File: src/rtl/systolic_ctrl.sv
// systolic_ctrl: loads A/B buffers, streams skewed operands into an NxN systolic grid, captures its result
module systolic_ctrl #(
  parameter int N = 2,
  parameter int DW = 8,
  parameter int LAT = 1,
  localparam int AW = $clog2(N*N)
) (
  input  logic              clk,
  input  logic              rst,
  input  logic              ld_en,
  input  logic              ld_sel,
  input  logic [AW-1:0]     ld_addr,
  input  logic [DW-1:0]     ld_data,
  input  logic              start,
  output logic              clear,
  output logic [N*DW-1:0]   a_row,
  output logic [N*DW-1:0]   b_col,
  input  logic [N*N*DW-1:0] c_flat,
  output logic [N*N*DW-1:0] result,
  output logic              busy,
  output logic              done
);
  localparam int CW = $clog2(3*N+LAT+1);
  typedef enum logic [1:0] {IDLE, CLR, FEED, DRAIN} state_t;
  state_t state, nxt;
  logic [CW-1:0] cnt;
  logic [DW-1:0] a_buf [N*N];
  logic [DW-1:0] b_buf [N*N];
  logic [N*DW-1:0] a_d, b_d;
  logic cap;
  always_ff @(posedge clk) begin
    if (rst) begin
      for (int k = 0; k < N*N; k++) begin
        a_buf[k] <= '0;
        b_buf[k] <= '0;
      end
    end else if (ld_en && state == IDLE && !busy && int'(ld_addr) < N*N) begin
      if (ld_sel) b_buf[ld_addr] <= ld_data;
      else a_buf[ld_addr] <= ld_data;
    end
  end
  always_ff @(posedge clk) begin
    if (rst) begin
      state <= IDLE;
      cnt <= '0;
    end else begin
      state <= nxt;
      cnt <= (nxt != state || state == IDLE) ? '0 : cnt + 1'b1;
    end
  end
  always_comb begin
    nxt = state;
    unique case (state)
      IDLE:  nxt = start ? CLR : IDLE;
      CLR:   nxt = FEED;
      FEED:  nxt = (cnt == CW'(3*N-3)) ? DRAIN : FEED;
      DRAIN: nxt = (cnt == CW'(LAT-1)) ? IDLE : DRAIN;
    endcase
  end
  always_comb begin
    a_d = '0;
    b_d = '0;
    for (int i = 0; i < N; i++) begin
      a_d[i*DW +: DW] = (state == FEED && int'(cnt) >= i && int'(cnt) < i+N) ? a_buf[AW'(i*N + int'(cnt) - i)] : '0;
      b_d[i*DW +: DW] = (state == FEED && int'(cnt) >= i && int'(cnt) < i+N) ? b_buf[AW'((int'(cnt) - i)*N + i)] : '0;
    end
  end
  always_ff @(posedge clk) begin
    if (rst) begin
      clear <= 1'b0;
      busy <= 1'b0;
      a_row <= '0;
      b_col <= '0;
      cap <= 1'b0;
      done <= 1'b0;
      result <= '0;
    end else begin
      clear <= state == CLR;
      busy <= state != IDLE;
      a_row <= a_d;
      b_col <= b_d;
      cap <= state == DRAIN && cnt == CW'(LAT-1);
      done <= cap;
      if (cap) result <= c_flat;
    end
  end
endmodule

File: config.mk
export PLATFORM = sky130hd
export DESIGN_NAME = systolic_ctrl
export DESIGN_NICKNAME = d
export VERILOG_FILES = /design/src/rtl/systolic_ctrl.sv
export SDC_FILE = /design/constraint.sdc
export NUM_CORES = 1
export LEC_CHECK = 0
export ABC_AREA = 1
export BUFFER_PORTS_ARGS = -buffer_cell sky130_fd_sc_hd__buf_2
export CORE_MARGIN = 2
export CORE_UTILIZATION = 50
export CTS_CLUSTER_SIZE = 28
export DETAILED_ROUTE_END_ITERATION = 10
export PLACE_DENSITY = 0.77
export SLEW_MARGIN = 15
export SYNTH_ARGS = -nofsm -noshare
export SYNTH_HDL_FRONTEND = slang
export SYNTH_SLANG_ARGS = --single-unit
export TNS_END_PERCENT = 50
File: constraint.sdc
create_clock -name clk -period 4.46 [get_ports clk]
set_input_delay 0.669 -clock clk [delete_from_list [all_inputs] [get_ports clk]]
set_output_delay 0.669 -clock clk [all_outputs]
set_load 0.005 [all_outputs]
# --- Word-level counts from Yosys, hierarchy flattened ---
# Memories as Yosys holds them, arrays and structs flattened. A register that Yosys moved wholly into a read port is not among the register bits.
# Cells that the tools add are included.
# Widths: inputs -> output; s select.
classes:
  n_addsub: 5
  n_lt_le_gt_ge: 3
  n_eq_ne: 5
  n_mux: 20
  bitwise_logic: 2
  reduce_logical: 16
ops:
  columns: ["operator", "n"]
  rows:
  - ["$mux 8", 2]
  - ["$reduce_or 8->1", 2]
  - ["$mux 1", 14]
  - ["$pmux 2 s4", 1]
  - ["$logic_and 1x1->1", 6]
  - ["$lt 3x2->1 const B", 2]
  - ["$mux 2", 3]
  - ["$reduce_or 2->1", 3]
  - ["$eq 2x2->1 const B", 2]
  - ["$add 3x1->3 const B", 1]
  - ["$eq 3x2->1 const B", 1]
  - ["$ge 3x1->1 const B", 1]
  - ["$logic_not 3->1", 1]
  - ["$add 2x2->2 const A", 1]
  - ["$add 2x2->2 const B", 1]
  - ["$eq 2x1->1 const B", 1]
  - ["$logic_not 2->1", 1]
  - ["$ne 2x2->1", 1]
  - ["$not 1->1", 2]
  - ["$reduce_bool 2->1", 1]
  - ["$sub 2x1->2 const B", 1]
  - ["$logic_not 1->1", 1]
  - ["$logic_or 1x1->1", 1]
  - ["$sub 1x1->1 const B", 1]
word_totals:
  reg_bits: 41
  mem_bits_rw: 64
  in_bits: 47
  output_inout_bits: 67
  wordCells: 60
  memories: 2
mem_list:
  columns: ["memory", "depth", "width", "rd", "rd_clocked_by_memory_dff", "wr", "line_no", "rtl"]
  rows:
  - ["a_buf", 4, 8, 2, 2, 4, "27", "logic [DW-1:0] a_buf [N*N];"]
  - ["b_buf", 4, 8, 2, 2, 4, "28", "logic [DW-1:0] b_buf [N*N];"]

# --- Longest topological paths before layout ---
depth:
  depth_word: 8
  depth_mapped: 10

# --- Worst setup path before layout ---
# No wires, ideal clock.
synth_path:
  path_type: "input-to-reg"
  from: "input port ld_addr[1]"
  to: "memory a_buf[2][0] (enable)"
  arrival_time_ns: 1.645
  required_time_ns: 4.076
  setup_slack_ns: 2.431
  path_stages: 4
  n_path_buf: 0
  path_cell_list: "inv_2 > nor2_1 > clkinv_1 > o21ai_0"
synth_lines:
  columns: ["item", "line_no", "rtl"]
  rows:
  - ["start: declaration", "12", "input logic [AW-1:0] ld_addr,"]
  - ["end: declaration", "27", null]

# --- Final worst setup path ---
layout_path:
  from: "register cnt[0]"
  to: "register a_row[15], read port of a_buf"
layout_via:
  elab_chain_cells: 5
layout_lines:
  columns: ["item", "line_no", "rtl"]
  rows:
  - ["start: declaration", "26", "logic [CW-1:0] cnt;"]
  - ["start signal: assignment", "48", "cnt <= (nxt != state || state == IDLE) ? '0 : cnt + 1'b1;"]
  - ["$ge 3x1->1", "64", "a_d[i*DW +: DW] = (state == FEED && int'(cnt) >= i && int'(cnt) < i+N) ? a_buf[AW'(i*N + int'(cnt) - i)] : '0;"]
  - ["$logic_and 1x1->1 (2 in a row)", "64", null]
  - ["$not 1->1 (no line)", null, null]
  - ["$reduce_or 2->1 (no line)", null, null]
  - ["end: declaration", "16", "output logic [N*DW-1:0] a_row,"]
# Parallel ways exist; a longest one is shown, timed or not.
# A chain may end at the register's enable or synchronous reset.

==> results.sh <==
export IMPL_status="finished, final reports clean"
export IMPL_syn_area_per_cell_um2=9.86
export IMPL_hold_violations=0
export IMPL_cap_viol_max_count=0
export IMPL_p_leak_nw=2.83
export IMPL_cts_resized_gates=0
export IMPL_postCtsSetupRepairBufs=0
export IMPL_fin_util_pct=63.0
export IMPL_synthCells=544
export IMPL_max_slew_margin_pct=25.9
export IMPL_cp_max_fo=54
export IMPL_critPathCaptureType="register"
export IMPL_finalNonFillerCells=799
export IMPL_drt_antenna_violating_nets=0
export IMPL_grt_overflow=0
export IMPL_synth_top_area_cell="edfxtp_1"
export IMPL_nets=701
export IMPL_r2r_cells=8
export IMPL_rsz0062_at_grt="false"
export IMPL_drt_pass1_iterations=5
export IMPL_cts_hold_repair_buffers=0
export IMPL_dieArea_um2=11600
export IMPL_required_ns=4.91
export IMPL_drive_gt1_share_pct=26.7
export IMPL_netlist_cell_type_count=28
export IMPL_drt_iter0_drc=300
export IMPL_grt_start_max_net_pins=55
export IMPL_critPathLaunchType="register"
export IMPL_min_to="result[31]"
export IMPL_dp_hpwl_mm=8.11
export IMPL_cts_sinks=137
export IMPL_fp_dieW_um=108
export IMPL_hold_start="c_flat[31]"
export IMPL_routabilityCongestion=0.838
export IMPL_dp_slack_ns=1.72
export IMPL_design_power_total_mw=2.81
export IMPL_drv_slew=0
export IMPL_fmax_mhz=418
export IMPL_design_area_um2=6530
export IMPL_dp_cells=767
export IMPL_fin_crit_ns=2.39
export IMPL_hold_class="primary input to register"
export IMPL_fin_ws_ns=2.07
export IMPL_std_cell_rows=37
export IMPL_drc=0
export IMPL_initial_utilization_pct=51.7
export IMPL_seq_area_frac_synth_pct=63.0
export IMPL_area_delta_synth_final_pct=21.7
export IMPL_fp_dieH_um=108
export IMPL_yosysTopAreaCellShare_pct=35.8
export IMPL_core_area_um2=10400
export IMPL_cts_root_buf="clkbuf_8"
export IMPL_grt_pass1_vias=4068
export IMPL_tritoncts="built"
export IMPL_synth_seq_cells=137
export IMPL_r2r_start="cnt[0]"
export IMPL_detail_route_wl_per_cell_um=15.2
export IMPL_dr_total_vias=4224
export IMPL_antenna_found_initial=0
export IMPL_yosys_warnings=0
export IMPL_min_delay_path_depth=3
export IMPL_clock_skew_final_ns=0.00907
export IMPL_nFillCells=850
export IMPL_wl_mm=12.2
export IMPL_grt_first_pass_wirelength_mm=19.5
export IMPL_layout_common_cells="nor2_1, buf_2, dfxtp_1, edfxtp_1, o21ai_0"
export IMPL_via_per_inst=5.29
export IMPL_cts_max_level=4
export IMPL_worst_pin_slew_ns=1.10
export IMPL_p_per_area_nw_per_um2=431
export IMPL_min_period_over_period_pct=53.6
export IMPL_insertion_delay_ns=0.52
export IMPL_synth_cell_area_um2=5370
export IMPL_port_buffers=113
export IMPL_layout_commonest_cell="nor2_1"
export IMPL_critPathKind="register to register"
export IMPL_cp_arrival_ns=2.84
export IMPL_setup_tns_ns=0
export IMPL_cts_made_buffers=17
export IMPL_r2r_slack_ns=2.07
export IMPL_yosys_top_cells_area="edfxtp_1, dfxtp_1, nor2_1"
export IMPL_clk_pin_slew_ns=0.06
export IMPL_reg2reg_to="a_row[15]"
export IMPL_synth_fp_nets=595
export IMPL_track_usage_pct=21.8
export IMPL_setup_viol=0
export IMPL_io_pin_count=114
export IMPL_n_antenna_cell=0
export IMPL_dpl_instance_area_um2=5970
export IMPL_ir_worst_vdd_mv=0.226
export IMPL_fin_hold_ws_ns=0.373
export IMPL_cts_buffer_depth=2
## per-layer routing
metal	vias to the layer above	GRT usage, %	wire length [µm]
met3	22	5.93	995
met4	0	7.51	198
met5	-	0	0
met2	207	35.1	5730
met1	1956	28.5	5230
li1	2039	-	-
## critical path, cell delays in order, from the launching register on
cell and delay (ns):
dfxtp_1 0.31, buf_4 0.45, inv_1 0.08, buf_4 0.29, ha_1 0.70, inv_1 0.12, a21oi_1 0.13, o21ai_0 0.11
a21oi_2 0.13
## area by class of cell
cell class | instances | area [µm²] | area share, %
Clock buffer | 19 | 453 | 6.94
Clock inverter | 13 | 108 | 1.65
Inverter | 40 | 155 | 2.38
Multi-Input combinational cell | 338 | 1670 | 25.6
Sequential cell | 137 | 3380 | 51.8
Tap cell | 136 | 170 | 2.61
Timing Repair Buffer | 116 | 588 | 9.01
## cells by family (layout without fill, tap and decap cells)
logic type,count (synthesis),count (layout),share of synthesized area [%]
AO/OA/AOI/OAI,127,127,12.9
flip-flops,137,137,63.0
buffers and inverters,69,188,5.81
adder cells (fa/ha/maj),4,4,0.933
AND/OR/NAND/NOR,207,207,17.3
## worst max-delay path by stage
stage,end,slack [ns],cells past startpoint,startpoint
2_1_floorplan,a_buf[2][0],2.43,4,ld_addr[1]
3_3_place_gp,a_buf[2][4],1.85,5,ld_addr[1]
3_5_place_dp,a_buf[2][5],1.72,5,ld_addr[1]
4_1_cts,a_row[15],2.11,8,cnt[0]
5_1_grt,a_row[15],1.84,8,cnt[0]
6_report,a_row[15],2.07,8,cnt[0]
## registers in the layout, summed over array words and instances (netlist names)
register	flops
a_buf	32
a_row	16
b_buf	32
b_col	16
busy	1
cap	1
clear	1
cnt	3
done	1
result	32
state	2
## power breakdown
| part | switching (mW) | leakage (nW) | internal, mW |
|---|---|---|---|
| logic | 0.106 | 1.31 | 0.0462 |
| registers | 0.0167 | 1.25 | 1.35 |
| clock network | 0.546 | 0.267 | 0.744 |
| total | 0.669 | 2.83 | 2.14 |
## synth_stat cells
cell type	instances
inv_1	34
o21a_1	1
nand4_1	1
o21ai_0	61
buf_4	2
nand3_2	4
buf_2	8
nor3_2	4
clkbuf_1	14
inv_4	2
nor2_2	2
nor3_1	14
edfxtp_1	64
inv_2	2
dfxtp_1	73
a21oi_2	9
nand3_1	4
buf_6	4
nor2_1	121
o211ai_1	8
nand3_4	4
buf_1	1
clkinv_1	2
nor2_4	2
nand2_1	50
a21oi_1	48
ha_1	4
nand2_2	1
Note: power is estimated with default switching activity, not from simulation.
